--- src/rtl/seg_carry_sequencer.sv ---
// Multi-cycle N-bit adder: walks an operand pair through one SEG-bit carry chain,
// LSB segment first, and presents sum/cout/ovf over a valid/ready handshake.

module seg_fa_chain #(
   parameter int unsigned W = 4
) (
   input  logic [W-1:0] i_a,
   input  logic [W-1:0] i_b,
   input  logic         i_cin,
   output logic [W-1:0] o_sum_c,
   output logic         o_cout_c,
   output logic         o_cmsb_c
);
   logic [W:0] w_full;

   assign w_full   = (W+1)'(i_a) + (W+1)'(i_b) + (W+1)'(i_cin);
   assign o_sum_c  = w_full[W-1:0];
   assign o_cout_c = w_full[W];
   // Carry into the top bit recovered from its sum bit (equals i_cin when W==1)
   assign o_cmsb_c = i_a[W-1] ^ i_b[W-1] ^ w_full[W-1];
endmodule

module seg_carry_sequencer #(
   parameter int unsigned N   = 16,
   parameter int unsigned SEG = 4
) (
   input  logic         clk,
   input  logic         rst_n,
   input  logic         in_valid,
   output logic         in_ready,
   input  logic [N-1:0] a,
   input  logic [N-1:0] b,
   input  logic         cin,
   output logic         out_valid,
   input  logic         out_ready,
   output logic [N-1:0] sum,
   output logic         cout,
   output logic         ovf,
   output logic         busy
);
   localparam int unsigned NSEG  = N / SEG;
   localparam int unsigned IDX_W = (NSEG > 1) ? $clog2(NSEG) : 1;
   localparam logic [IDX_W-1:0] LAST_IDX = IDX_W'(NSEG - 1);

   typedef enum logic [1:0] {S_IDLE, S_RUN, S_DONE} state_t;

   state_t             r_state;
   state_t             w_state_nxt;
   logic [N-1:0]       r_a;
   logic [N-1:0]       r_b;
   logic [N-1:0]       r_sum;
   logic               r_carry;
   logic               r_cout;
   logic               r_ovf;
   logic [IDX_W-1:0]   r_idx;
   logic               w_accept;
   logic               w_last;
   logic [SEG-1:0]     w_slice_sum;
   logic               w_slice_cout;
   logic               w_slice_cmsb;
   int unsigned        w_base;

   assign w_base = 32'(r_idx) * SEG;

   seg_fa_chain #(.W(SEG)) u_chain (
      .i_a      (r_a[w_base +: SEG]),
      .i_b      (r_b[w_base +: SEG]),
      .i_cin    (r_carry),
      .o_sum_c  (w_slice_sum),
      .o_cout_c (w_slice_cout),
      .o_cmsb_c (w_slice_cmsb)
   );

   always_ff @(posedge clk or negedge rst_n) begin
      if (!rst_n) r_state <= S_IDLE;
      else        r_state <= w_state_nxt;
   end

   // Next state and handshake decode; DONE with out_ready may accept back-to-back
   always_comb begin
      w_state_nxt = r_state;
      w_accept    = 1'b0;
      w_last      = 1'b0;
      in_ready    = 1'b0;
      out_valid   = 1'b0;
      busy        = 1'b0;
      case (r_state)
         S_IDLE: begin
            in_ready = 1'b1;
            if (in_valid) begin
               w_accept    = 1'b1;
               w_state_nxt = S_RUN;
            end
         end
         S_RUN: begin
            busy = 1'b1;
            if (r_idx == LAST_IDX) begin
               w_last      = 1'b1;
               w_state_nxt = S_DONE;
            end
         end
         S_DONE: begin
            out_valid = 1'b1;
            if (out_ready) begin
               in_ready = 1'b1;
               if (in_valid) begin
                  w_accept    = 1'b1;
                  w_state_nxt = S_RUN;
               end else begin
                  w_state_nxt = S_IDLE;
               end
            end
         end
         default: w_state_nxt = S_IDLE;
      endcase
   end

   always_ff @(posedge clk or negedge rst_n) begin
      if (!rst_n) begin
         r_a     <= '0;
         r_b     <= '0;
         r_sum   <= '0;
         r_carry <= 1'b0;
         r_cout  <= 1'b0;
         r_ovf   <= 1'b0;
         r_idx   <= '0;
      end else if (w_accept) begin
         r_a     <= a;
         r_b     <= b;
         r_carry <= cin;
         r_idx   <= '0;
      end else if (r_state == S_RUN) begin
         r_sum[w_base +: SEG] <= w_slice_sum;
         r_carry              <= w_slice_cout;
         r_idx                <= w_last ? '0 : r_idx + 1'b1;
         if (w_last) begin
            r_cout <= w_slice_cout;
            r_ovf  <= w_slice_cmsb ^ w_slice_cout;
         end
      end
   end

   assign sum  = r_sum;
   assign cout = r_cout;
   assign ovf  = r_ovf;
endmodule
--- config.mk ---
export PLATFORM = sky130hd
export DESIGN_NAME = seg_carry_sequencer
export DESIGN_NICKNAME = d
export VERILOG_FILES = /design/src/rtl/seg_carry_sequencer.sv
export SDC_FILE = /design/constraint.sdc
export NUM_CORES = 1
export LEC_CHECK = 0
export BUFFER_PORTS_ARGS = -buffer_cell sky130_fd_sc_hd__buf_2
export CORE_ASPECT_RATIO = 1.2
export CORE_MARGIN = 4
export CORE_UTILIZATION = 51
export CTS_CLUSTER_DIAMETER = 150
export DETAILED_ROUTE_END_ITERATION = 16
export PLACE_DENSITY = 0.77
export SLEW_MARGIN = 30
export SYNTH_ARGS = -nofsm -noshare
export SYNTH_HDL_FRONTEND = slang
export SYNTH_HIERARCHICAL = 1
export SYNTH_SLANG_ARGS = --single-unit
--- constraint.sdc ---
create_clock -name clk -period 5.4 [get_ports clk]
set_input_delay 0.54 -clock clk [delete_from_list [all_inputs] [get_ports clk]]
set_output_delay 0.54 -clock clk [all_outputs]
set_load 0.01 [all_outputs]
* Word level (Yosys, flattened, before mapping)
Index checks and enable logic that the tools add are counted.
** Operators by class
- $add $sub $neg :: 4
- Eq/ne operators :: 6
- Shift-type cells :: 4
- Mux-type cells :: 20
- Bitwise operators :: 4
- Reductions and logical operators :: 5
** Operator list (count)
- negation 4 -> 34 bit :: 1
- variable shift 4 x 34 -> 16 bit, first input constant :: 1
- indexed part select 4 x 34 -> 16 bit :: 1
- indexed part select 16 x 5 -> 4 bit :: 2
- bitwise mux 16 bit :: 1
- 2-to-1 mux 2 bit :: 6
- 2-to-1 mux 1 bit :: 10
- inequality test 2 bit, second input constant :: 3
- case mux 2 bit (3 select lines) :: 1
- AND reduction 3 bit :: 2
- adder 4 x 4 -> 5 bit :: 1
- adder 5 x 1 -> 5 bit :: 1
- == test 2 bit, second input constant :: 2
- case mux 1 bit (2 select lines) :: 2
- bitwise XOR 1 bit :: 3
- adder 2 x 1 -> 2 bit, second input constant :: 1
- == test 2 x 1 -> 1 bit, second input constant :: 1
- logical NOT 2 bit :: 1
- AND reduction 2 bit :: 1
- nonzero test 2 bit :: 1
- inverter 1 bit :: 1
** Storage, ports and cells
- Flip-flop bits (word level) :: 55
- Input port bits :: 37
- Output and inout bits :: 21

* Logic depth before layout (Yosys ltp)
Gate-level depths: netlist of the first run.
- Word-level depth :: 6
- Gate-level depth with buffers :: 10

* By module
The synthesis of the first run kept the hierarchy.
** Modules (own cells, without submodules)
- seg_carry_sequencer :: times used 1, cells an instance 170, area each 2443.6 um2, sequential area each 1376.3 um2
- seg_fa_chain :: times used 1, cells an instance 17, area each 143.9 um2, sequential area each 0.0 um2

* Worst setup path before layout of the first run
Ideal clock, no wire load.
- Kind :: flip-flop to flip-flop
- Start point :: register r_idx[0]
- End point :: register r_carry
- Library setup time :: 0.125 ns
- Arrival :: 2.734 ns
- Data required time :: 5.275 ns
- Slack :: 2.541 ns
- Stages on the path, launching flop included :: 11
- Cell sequence :: dfrtp_1 -> buf_2 -> mux4_2 -> fa_1 -> inv_1 -> fa_1 -> nor2b_1 -> o21ai_0 -> nand2b_1 -> mux2_2 -> mux2_2
** On the way
- Word-level cells in the longest chain between the ends :: 5
- Elaborated cells between the ends (all ways) :: 6
- Classes of those cells :: add/sub (2); shift (2); mux (2)
** Ends and longest elaborated chain
- from (decl) :: RTL line 55 : logic [IDX_W-1:0] r_idx;
- from (signal assigned) :: RTL line 135 : r_idx <= w_last ? '0 : r_idx + 1'b1;
- indexed part select 16 x 5 -> 4 bit (on tied branches) :: RTL line 66, 67
- adder 4 x 4 -> 5 bit (*) :: RTL line 16 : assign w_full = (W+1)'(i_a) + (W+1)'(i_b) + (W+1)'(i_cin);
- adder 5 x 1 -> 5 bit (*) :: RTL line 16
- named net w_slice_cout :: RTL line 59 : logic w_slice_cout;
- 2-to-1 mux 1 bit (*) :: RTL line 132 : end else if (r_state == S_RUN) begin
- 2-to-1 mux 1 bit (*) :: RTL line 127 : end else if (w_accept) begin
- to (signal assigned) :: RTL line 130 : r_carry <= cin;
- to (signal assigned) :: RTL line 134 : r_carry <= w_slice_cout;
- to (decl) :: RTL line 52 : logic r_carry;
The timed path passes the listed nets; every way through them passes the cells marked *. The select of a mux whose other input is x is not followed.
A chain may end at the register's enable or synchronous reset.

* Worst setup path in the final report of the first run
Same ends and word-level chain as after synthesis.

==> impl_summary.txt, run 1 <==
----------------------------------------------------
[Setup path]
  Number of buffers and inverters on the critical path ... 1
  CP Data Arrival Time ... 3.41 ns
  CP max-delay cell ... sky130_fd_sc_hd__dfrtp_1
  Worst Setup Path Type ... flop to flop
  Worst path cell trace ... mux4_2 -> fa_1 -> inv_1 -> fa_1 -> nor2b_1 -> o21ai_0 -> nand2b_1 -> mux2_2 -> mux2_2
  Crit-path max cell delay ... 0.82 ns
  Kind of cell adding the most delay to the critical path ... multiplexers
  Critical path peak fanout ... 16
  Worst Setup Start Kind ... flop
  Data required time at the worst endpoint ... 5.60 ns
  Capturing element type of the critical path ... flop

[Clock tree]
  Number of CTS-inserted buffers ... 5
  Clock-pin slew on the worst setup and hold paths ... 0.09 ns
  CTS root buffer ... sky130_fd_sc_hd__clkbuf_8
  Clock sink count ... 55
  Count of hold buffers inserted by post-cts repair ... 0
  Post-CTS sizing ... 0
  CTS tree ... built
  Skew-Pair Late Insertion Delay ... 0.30 ns
  Number of buffers inserted by post-CTS setup repair ... 0
  Number of levels in the clock H-tree ... 2
  Number of buffers on the longest clock path ... 2

[Global routing]
  Maximum number of pins on one net before global-route repair ... 56
  First-pass GRT wire length ... 8.01 mm
  Vias in the first global route ... 1,720
  Global-route usage over all layers ... 0.167
  Leftover overflow at the end of global routing ... 0
  Initial antenna violation count ... 0

[Power]
  Share of power burned in the clock network ... 0.121
  Net switching share of the total power ... 0.397
  Total power per unit cell area ... 672 mW/mm^2
  Static leakage ... 1.42 nW
  Maximum ir drop on the vdd rail ... 0.297 mV
  Share of power burned in registers ... 0.370
  Logic pwr share ... 0.509
  Net Sw Power ... 803 uW
  Cell-internal power ... 1.22 mW

[Drt]
  Routed wire length on met2 ... 2.61 mm
  Number of design-rule violations left by the first detailed-router iteration ... 52
  Final Routed Wirelength ... 4.84 mm
  Sum of met3 wire segment lengths after detailed routing ... 186 um
  Routed length per instance ... 15.7 um
  Drt first pass iters ... 4
  Remaining DRCs ... 0
  Vias after detailed routing ... 1,645
  Final ANT Viol Nets ... 0
  Uppermost layer routed ... met4
  Detailed-routing wirelength on met1 ... 1.99 mm
  Via/cell ratio ... 5.34

[Cells and area]
  Core occupancy in the finished layout ... 0.610
  Number of diodes added for antenna fixing ... 0
  Combined flip-flop and latch cell area ... 0.00138 mm^2
  Share of layout cells above drive strength 1 ... 0.460
  Fill count ... 404
  Nets ... 294
  Layout Cells excl Fill ... 308
  Multi-input logic area ... 0.00112 mm^2
  Area growth, synth to finish ... 16.4%

[Timing]
  Hold violation count in the final report ... 0
  Final Skew ... 0.00412 ns
  Setup repair after global routing missed its margin ... no
  Maximum clock frequency ... 0.311 GHz
  Max Slew Vio Count ... 0
  Final number of setup-violating endpoints ... 0
  Sum of negative setup slack ... 0 ns
  Worst Max-Slew Pin Slew ... 0.718 ns
  Final period demand of the worst path ... 3.22 ns
  Ratio of final minimum period to clock period ... 0.596
  Max-Slew Margin vs Limit ... 0.521

[Logic synthesis]
  Number of storage elements in the synthesis netlist ... 55
  Yosys warning total ... 6
  Post-synthesis async set-or-reset flop share ... 1.00
  Cells after Synth ... 187
  Mean post-synth cell area ... 13.8 um^2
  Most common flop cell mapped by yosys ... sky130_fd_sc_hd__dfrtp_1
  Number of library cell types mapped by synthesis ... 30
  Sequential area share after synthesis ... 0.532
  Post-synthesis instance area ... 0.00259 mm^2
  Count of flip-flops with a built-in enable after synthesis ... 0
  Nets in the synthesized netlist ... 234

[Die]
  Starting density of the core ... 0.524
  Site Rows ... 28
  Area of the core ... 0.00494 mm^2
  Die Footprint ... 0.00628 mm^2
  Top-Level Pins ... 58
  Die Span Y ... 86.0 um
  Chip width ... 73.0 um

[Placement]
  HPWL after detailed placement ... 3.63 mm
  Number of buffer cells added on primary ports ... 57
  Routability cong. ... 0.734
  Placed instance count ... 300

[Outcome]
  Status ... finished, final reports clean

[Flow run]
  Maximum capacitance violations ... 0

[Min path]
  Path type of the worst min-delay path ... primary input to asynchronous set/reset pin

----------------------------------------------------
cells in the mapped netlist, types with 2 or more instances:
cell type                  count  area share
sky130_fd_sc_hd__dfrtp_1      55        0.53
sky130_fd_sc_hd__nand2_1      19       0.028
sky130_fd_sc_hd__o21ai_0      10       0.019
sky130_fd_sc_hd__ha_1          8       0.039
sky130_fd_sc_hd__a21oi_1       3      0.0058
sky130_fd_sc_hd__mux2_1        2      0.0087
sky130_fd_sc_hd__mux4_2        8       0.070
sky130_fd_sc_hd__inv_1        10       0.015
sky130_fd_sc_hd__buf_6         4       0.017
sky130_fd_sc_hd__a22o_1        9       0.030
sky130_fd_sc_hd__nand3b_1      4       0.012
sky130_fd_sc_hd__xnor2_1       2      0.0068
sky130_fd_sc_hd__nand2b_1      2      0.0048
sky130_fd_sc_hd__nor2b_1       2      0.0048
sky130_fd_sc_hd__fa_1          2       0.015
sky130_fd_sc_hd__mux2_2       33        0.14
routing by layer:
metal	up-vias	global-route usage
met3	5	0.0305
met1	816	0.193
li1	790	-
met4	0	0.0503
met5	-	0
met2	34	0.305
power by group through the flow:
stage / combinational [mW] / clock (mW) / sequential (mW)
5_1_grt: 1.13 / 0.267 / 0.775
2_1_floorplan: 0.805 / 0 / 0.706
6_report: 1.03 / 0.245 / 0.749
3_3_place_gp: 0.993 / 0 / 0.750
3_5_place_dp: 1.03 / 0 / 0.762
4_1_cts: 1.03 / 0.250 / 0.752
layout by cell type (no fill, tap or decap), types with 2 or more instances in the layout:
cell type,count
sky130_fd_sc_hd__dfrtp_1,55
sky130_fd_sc_hd__nand2b_1,2
sky130_fd_sc_hd__xnor2_1,2
sky130_fd_sc_hd__mux2_1,2
sky130_fd_sc_hd__nand3b_1,4
sky130_fd_sc_hd__nand2_1,19
sky130_fd_sc_hd__mux4_2,8
sky130_fd_sc_hd__ha_1,8
sky130_fd_sc_hd__buf_2,57
sky130_fd_sc_hd__fa_1,2
sky130_fd_sc_hd__mux2_2,33
sky130_fd_sc_hd__clkbuf_8,7
sky130_fd_sc_hd__a21oi_1,3
sky130_fd_sc_hd__o21ai_0,10
sky130_fd_sc_hd__inv_1,10
sky130_fd_sc_hd__nor2b_1,2
sky130_fd_sc_hd__a22o_1,9
sky130_fd_sc_hd__buf_4,2
flip-flops by register name (all words and copies together) (netlist names):
name	cells
sum	16
r_a	16
cout	1
ovf	1
r_carry	1
r_b	16
r_state	2
r_idx	2
final cells by class:
cell class,count,area share
clock buffer,7,0.0320
clock inverter,1,0.00249
inverter,10,0.0125
multi-input combinational,116,0.372
sequential,55,0.457
tap,60,0.0249
timing repair buffer,59,0.0997
cell families after synthesis:
family / after synthesis / share of synthesized area
flops: 55 / 0.532
mux: 43 / 0.222
simple gates: 35 / 0.0769
compound gates: 25 / 0.0696
buf+inv: 16 / 0.0353
fa+ha+maj: 10 / 0.0542
xor+xnor: 3 / 0.0102
metrics by stage:
stage	hold slack, ns	power [mW]	cell area (um^2)	setup slack, ns
final	0.354	2.02	3010	2.18
after global routing	0.414	2.18	3010	1.98
after CTS	0.381	2.03	3010	2.17
after detailed placement	0.471	1.79	2910	2.24
after global placement	0.461	1.74	2910	2.34
after floorplan	0.244	1.51	2590	2.54
worst paths after layout:
kind,startpoint,to,slack [ns],cells past startpoint
min in group clk,a[10],r_a[10],0.45,2
worst min register to register,sum[10],sum[10],0.48,2
worst min-delay path,rst_n,r_a[3],0.35,2
worst max-delay path,r_idx[0],r_carry,2.18,9
worst max register to register,r_idx[0],r_carry,2.18,9
max in group asynchronous,rst_n,r_idx[0],4.59,2
Note: power is estimated with default switching activity, not from simulation.
==> run 2: changes to the inputs <==
Settings changed: CORE_UTILIZATION 51 to 48, PLACE_DENSITY 0.77 to 0.76.
Clock period 5.4 ns to 2.8 ns, I/O delays scaled along.
==> impl_summary.txt, run 2 (synthesis results as in run 1) <==
----------------------------------------------------
[Die]
  Chip width ... 75.0 um (was 73.0 um)
  Starting density of the core ... 0.492 (was 0.524)
  Top-Level Pins ... 58 (unchanged)
  Die Footprint ... 0.00663 mm^2 (was 0.00628 mm^2)
  Area of the core ... 0.00526 mm^2 (was 0.00494 mm^2)
  Site Rows ... 29 (was 28)
  Die Span Y ... 88.4 um (was 86.0 um)

[Setup path]
  Logic depth of the worst register-to-register path ... 9 (unchanged)
  Worst Setup Start Kind ... flop (unchanged)
  Critical path peak fanout ... 4 (was 16)
  CP max-delay cell ... sky130_fd_sc_hd__mux4_2 (was sky130_fd_sc_hd__dfrtp_1)
  Capturing element type of the critical path ... flop (unchanged)
  Data required time at the worst endpoint ... 3.00 ns (was 5.60 ns)
  Worst path cell trace ... mux4_2 -> fa_1 -> inv_1 -> fa_1 -> nor2b_1 -> o21ai_0 -> nand2b_1 -> mux2_2 -> mux2_2 (unchanged)
  Crit-path max cell delay ... 0.54 ns (was 0.82 ns)
  CP Data Arrival Time ... 2.84 ns (was 3.41 ns)
  Worst Setup Path Type ... flop to flop (unchanged)

[Cells and area]
  Commonest cells after routing, fill and taps aside ... sky130_fd_sc_hd__buf_2, sky130_fd_sc_hd__dfrtp_1, sky130_fd_sc_hd__mux2_2 (unchanged)
  Most frequent standard cell in the layout excluding fill and tap cells ... sky130_fd_sc_hd__buf_2 (unchanged)
  Fill count ... 438 (was 404)
  Nets ... 299 (was 294)
  Area growth, synth to finish ... 19.3% (was 16.4%)
  Layout Cells excl Fill ... 315 (was 308)
  Number of diodes added for antenna fixing ... 0 (unchanged)
  Share of layout cells above drive strength 1 ... 0.466 (was 0.460)

[Timing]
  Final number of setup-violating endpoints ... 0 (unchanged)
  Final period demand of the worst path ... 2.64 ns (was 3.22 ns)
  Post-route worst setup slack ... 0.162 ns (was 2.18 ns)
  Hold violation count in the final report ... 0 (unchanged)
  Final Skew ... 0.0119 ns (was 0.00412 ns)
  Max Slew Vio Count ... 0 (unchanged)
  Ratio of final minimum period to clock period ... 0.942 (was 0.596)
  Sum of negative setup slack ... 0 ns (unchanged)
  Max-Slew Margin vs Limit ... 0.600 (was 0.521)
  Worst Max-Slew Pin Slew ... 0.591 ns (was 0.718 ns)
  Setup repair after global routing missed its margin ... no (unchanged)
  Maximum clock frequency ... 0.379 GHz (was 0.311 GHz)

[Global routing]
  First-pass GRT wire length ... 8.24 mm (was 8.01 mm)
  Maximum number of pins on one net before global-route repair ... 37 (was 56)
  Global-route usage over all layers ... 0.166 (was 0.167)
  Initial antenna violation count ... 0 (unchanged)
  Vias in the first global route ... 1,747 (was 1,720)
  Leftover overflow at the end of global routing ... 0 (unchanged)

[Power]
  Net Sw Power ... 1.56 mW (was 803 uW)
  Maximum ir drop on the vdd rail ... 0.732 mV (was 0.297 mV)
  Cell-internal power ... 2.52 mW (was 1.22 mW)
  Power consumption ... 4.08 mW (was 2.02 mW)
  Static leakage ... 1.45 nW (was 1.42 nW)
  Logic pwr share ... 0.511 (was 0.509)
  Total power per unit cell area ... 1320 mW/mm^2 (was 672 mW/mm^2)
  Net switching share of the total power ... 0.382 (was 0.397)
  Share of power burned in registers ... 0.339 (was 0.370)
  Share of power burned in the clock network ... 0.150 (was 0.121)

[Clock tree]
  Number of levels in the clock H-tree ... 2 (unchanged)
  CTS root buffer ... sky130_fd_sc_hd__clkbuf_8 (unchanged)
  CTS tree ... built (unchanged)
  Number of buffers on the longest clock path ... 2 (unchanged)
  Number of CTS-inserted buffers ... 5 (unchanged)
  Number of buffers inserted by post-CTS setup repair ... 0 (unchanged)
  Clock sink count ... 55 (unchanged)
  Clock-pin slew on the worst setup and hold paths ... 0.10 ns (was 0.09 ns)
  Skew-Pair Late Insertion Delay ... 0.31 ns (was 0.30 ns)

[Drt]
  Via/cell ratio ... 5.30 (was 5.34)
  Number of design-rule violations left by the first detailed-router iteration ... 100 (was 52)
  Drt first pass iters ... 4 (unchanged)
  Final ANT Viol Nets ... 0 (unchanged)
  Routed length per instance ... 16.0 um (was 15.7 um)
  Final Routed Wirelength ... 5.04 mm (was 4.84 mm)
  Remaining DRCs ... 0 (unchanged)
  Vias after detailed routing ... 1,669 (was 1,645)

[Flow run]
  Maximum capacitance violations ... 0 (unchanged)

[Min path]
  Path type of the worst min-delay path ... primary input to flop (was primary input to asynchronous set/reset pin)
  Number of cells on the worst hold path ... 2

[Placement]
  Placed instance count ... 306 (was 300)
  Number of buffer cells added on primary ports ... 57 (unchanged)
  HPWL after detailed placement ... 3.92 mm (was 3.63 mm)
  Post-placement worst setup slack ... 0.131 ns (was 2.24 ns)
  Routability cong. ... 0.774 (was 0.734)

[Outcome]
  Status ... finished, final reports clean (unchanged)

----------------------------------------------------
## run 2: changes by cell type in the layout (fill, tap and decap cells not counted), sizes merged
cell and delta:
buf +4, bufinv +2, clkbuf -2, dlygate4sd3 +1
## run 2: critical path: cells and delay by family, from the launching register on
| kind | cells | cell delay (ns) |
|---|---|---|
| multiplexers | 3 | 1.06 |
| adder cells (fa/ha/maj) | 2 | 0.65 |
| flip-flops | 1 | 0.43 |
| AND/OR/NAND/NOR | 2 | 0.17 |
| AO/OA/AOI/OAI | 1 | 0.14 |
| buffers and inverters | 1 | 0.09 |
## run 2: final timing paths
kind                          start  endpoint  slack (ns)
max                        r_idx[0]   r_carry        0.16
min                           a[10]   r_a[10]        0.19
max reg2reg                r_idx[0]   r_carry        0.16
min reg2reg                  sum[5]    sum[5]        0.49
max in group asynchronous     rst_n    r_b[0]        1.53
min in group asynchronous     rst_n   r_carry        0.48
## run 2: layer usage
| metal | track usage | vias up | share of wire |
|---|---|---|---|
| li1 | - | 799 | - |
| met1 | 0.197 | 826 | 0.40 |
| met2 | 0.298 | 40 | 0.54 |
| met3 | 0.0330 | 4 | 0.041 |
| met4 | 0.0534 | 0 | 0.011 |
| met5 | 0 | - | 0 |
## run 2: timing repair
action,4_1_cts,5_1_grt
endpoints found under the hold margin,24,0
hold buffers,1,0
gates resized for setup,0,0
## run 2: per-stage QoR
| stage | utilization | cell area, um^2 | hold slack, ns |
|---|---|---|---|
| after floorplan | - | 2590 | -0.0156 |
| after global placement | 0.559 | 2940 | 0.285 |
| after detailed placement | 0.559 | 2940 | 0.293 |
| after CTS | 0.587 | 3090 | 0.186 |
| after global routing | 0.587 | 3090 | 0.186 |
| final | 0.587 | 3090 | 0.190 |
## run 2: final cells by class
type	instances	area [um^2]	share of cell area
sequential	55	1380	0.446
multi-input combinational	116	1120	0.363
timing repair buffer	64	340	0.110
tap	62	77.6	0.0251
clock buffer	5	68.8	0.0223
clock inverter	3	67.6	0.0219
inverter	10	37.5	0.0122
## run 2: power by group through the flow
stage | Combinational (mW) | Clock [mW] | Sequential [mW]
6_report | 2.09 | 0.611 | 1.38
5_1_grt | 2.33 | 0.656 | 1.44
4_1_cts | 2.12 | 0.620 | 1.39
3_5_place_dp | 2.11 | 0 | 1.40
3_3_place_gp | 2.02 | 0 | 1.39
2_1_floorplan | 1.56 | 0 | 1.36
==> run 3: changes to the inputs <==
Clock period 2.8 ns to 2.4 ns, I/O delays scaled along.
==> impl_summary.txt, run 3 (synthesis results as in run 1) <==
----------------------------------------------------
[Timing]
  Worst hold-check slack ... 0.143 ns (was 0.190 ns)
  Maximum clock frequency ... 0.407 GHz (was 0.379 GHz)
  Final Skew ... 0.00855 ns (was 0.0119 ns)
  Sum of negative setup slack ... -0.0551 ns (was 0 ns)
  Final number of setup-violating endpoints ... 1 (was 0)
  Post-route worst setup slack ... -0.0551 ns (was 0.162 ns)
  Max Slew Vio Count ... 0 (unchanged)
  Max-Slew Margin vs Limit ... 0.521 (was 0.600)
  Setup repair after global routing missed its margin ... yes (was no)
  Ratio of final minimum period to clock period ... 1.02 (was 0.942)
  Worst Max-Slew Pin Slew ... 0.709 ns (was 0.591 ns)
  Hold violation count in the final report ... 0 (unchanged)
  Final period demand of the worst path ... 2.46 ns (was 2.64 ns)

[Setup path]
  Worst Setup Start Kind ... flop (unchanged)
  Crit-path max cell delay ... 0.53 ns (was 0.54 ns)
  Logic depth of the worst register-to-register path ... 9 (unchanged)
  RR Endpoint ... r_carry (unchanged)
  Critical path peak fanout ... 4 (unchanged)
  CP Data Arrival Time ... 2.66 ns (was 2.84 ns)
  CP max-delay cell ... sky130_fd_sc_hd__mux4_2 (unchanged)
  Worst path cell trace ... mux4_2 -> fa_2 -> inv_2 -> fa_2 -> nor2b_1 -> o21ai_1 -> nand2b_1 -> mux2_2 -> mux2_2 (was mux4_2 -> fa_1 -> inv_1 -> fa_1 -> nor2b_1 -> o21ai_0 -> nand2b_1 -> mux2_2 -> mux2_2)
  Capturing element type of the critical path ... flop (unchanged)
  Worst Setup Path Type ... flop to flop (unchanged)
  Kind of cell adding the most delay to the critical path ... multiplexers (unchanged)
  Number of buffers and inverters on the critical path ... 1 (unchanged)
  FF-to-FF setup slack ... -0.06 ns (was 0.16 ns)
  Data required time at the worst endpoint ... 2.60 ns (was 3.00 ns)
  Reg2reg start ... r_idx[0] (unchanged)

[Global routing]
  Initial antenna violation count ... 0 (unchanged)
  First-pass GRT wire length ... 7.88 mm (was 8.24 mm)
  Leftover overflow at the end of global routing ... 0 (unchanged)
  Vias in the first global route ... 1,713 (was 1,747)
  Maximum number of pins on one net before global-route repair ... 56 (was 37)
  Global-route usage over all layers ... 0.161 (was 0.166)

[Drt]
  Via/cell ratio ... 5.23 (was 5.30)
  Routed length per instance ... 15.7 um (was 16.0 um)
  Drt first pass iters ... 4 (unchanged)
  Number of design-rule violations left by the first detailed-router iteration ... 97 (was 100)
  Final Routed Wirelength ... 5.05 mm (was 5.04 mm)
  Vias after detailed routing ... 1,684 (was 1,669)
  Final ANT Viol Nets ... 0 (unchanged)
  Remaining DRCs ... 0 (unchanged)

[Cells and area]
  Number of diodes added for antenna fixing ... 0 (unchanged)
  Fill count ... 419 (was 438)
  Combined flip-flop and latch cell area ... 0.00138 mm^2 (about the same)
  Core occupancy in the finished layout ... 0.596 (was 0.587)
  Commonest cells after routing, fill and taps aside ... sky130_fd_sc_hd__buf_2, sky130_fd_sc_hd__dfrtp_1, sky130_fd_sc_hd__mux2_2 (unchanged)
  Area growth, synth to finish ... 21.1% (was 19.3%)
  Layout Cells excl Fill ... 322 (was 315)
  Multi-input logic area ... 0.00115 mm^2 (was 0.00112 mm^2)
  Nets ... 306 (was 299)
  Share of layout cells above drive strength 1 ... 0.504 (was 0.466)
  Most frequent standard cell in the layout excluding fill and tap cells ... sky130_fd_sc_hd__buf_2 (unchanged)
  Final Instance Area ... 0.00313 mm^2 (was 0.00309 mm^2)

[Power]
  Power consumption ... 5.12 mW (was 4.08 mW)
  Maximum ir drop on the vdd rail ... 0.763 mV (was 0.732 mV)
  Static leakage ... 1.47 nW (was 1.45 nW)
  Total power per unit cell area ... 1630 mW/mm^2 (was 1320 mW/mm^2)

[Clock tree]
  Clock-pin slew on the worst setup and hold paths ... 0.09 ns (was 0.10 ns)
  CTS tree ... built (unchanged)
  Number of CTS-inserted buffers ... 5 (unchanged)
  Number of levels in the clock H-tree ... 2 (unchanged)
  CTS root buffer ... sky130_fd_sc_hd__clkbuf_8 (unchanged)
  Skew-Pair Late Insertion Delay ... 0.31 ns (about the same)
  Clock sink count ... 55 (unchanged)
  Number of buffers on the longest clock path ... 2 (unchanged)

[Die]
  Area of the core ... 0.00526 mm^2 (unchanged)
  Chip width ... 75.0 um (unchanged)
  Site Rows ... 29 (unchanged)
  Die Span Y ... 88.4 um (unchanged)
  Starting density of the core ... 0.492 (unchanged)
  Die Footprint ... 0.00663 mm^2 (unchanged)
  Top-Level Pins ... 58 (unchanged)

[Placement]
  HPWL after detailed placement ... 3.82 mm (was 3.92 mm)
  Standard cell area after detailed placement ... 0.00300 mm^2 (was 0.00294 mm^2)
  Number of buffer cells added on primary ports ... 57 (unchanged)
  Routability cong. ... 0.752 (was 0.774)
  Post-placement worst setup slack ... -0.0633 ns (was 0.131 ns)
  Placed instance count ... 311 (was 306)

[Min path]
  Destination of the worst hold path ... r_a[9] (was r_a[10])
  Path type of the worst min-delay path ... primary input to flop (unchanged)
  Number of cells on the worst hold path ... 2 (unchanged)
  Hold wc startpoint ... a[9] (was a[10])

[Flow run]
  Maximum capacitance violations ... 0 (unchanged)

[Outcome]
  Status ... finished with violations (was finished, final reports clean)
  Violations in the final reports ... setup timing

----------------------------------------------------
## run 3: cell count changes in the layout (fill, tap and decap cells not counted), sizes merged
cell / change
buf: +7
bufinv: -2
clkbuf: +1
clkinv: +1
## run 3: area by class of cell
cell class,instances,share of cell area
clock buffer,6,0.0232
sequential,55,0.440
clock inverter,2,0.00399
inverter,10,0.0120
multi-input combinational,116,0.366
timing repair buffer,71,0.131
tap,62,0.0248
## run 3: worst max-delay path by stage
stage	endpoint	start	depth (start not counted)	slack, ns
after global routing	r_carry	r_idx[0]	9	-0.13
after floorplan	r_carry	r_idx[0]	10	-0.19
after global placement	r_carry	r_idx[0]	9	-0.01
after detailed placement	r_carry	r_idx[0]	9	-0.06
final	r_carry	r_idx[0]	9	-0.06
after CTS	r_carry	r_idx[0]	9	-0.06
## run 3: what timing repair did
item,CTS,global route
hold buffers,1,0
endpoints found under the hold margin,55,0
pin swaps,2,1
cloned,0,0
endpoints found under the setup margin,1,7
gates resized for setup,2,5
buffers inserted,2,0
## run 3: layer usage
| layer | global-route usage | up-vias | share of wire |
|---|---|---|---|
| met5 | 0 | - | 0 |
| met4 | 0.0534 | 0 | 0.014 |
| met3 | 0.0409 | 5 | 0.038 |
| met2 | 0.277 | 41 | 0.54 |
| met1 | 0.195 | 827 | 0.40 |
| li1 | - | 811 | - |
## run 3: power breakdown
group	internal (mW)	total [mW]	switching [mW]	leakage, nW
combinational	1.61	2.99	1.38	0.747
clock	0.204	0.492	0.288	0.0412
sequential	1.35	1.63	0.279	0.683
total	3.17	5.12	1.94	1.47
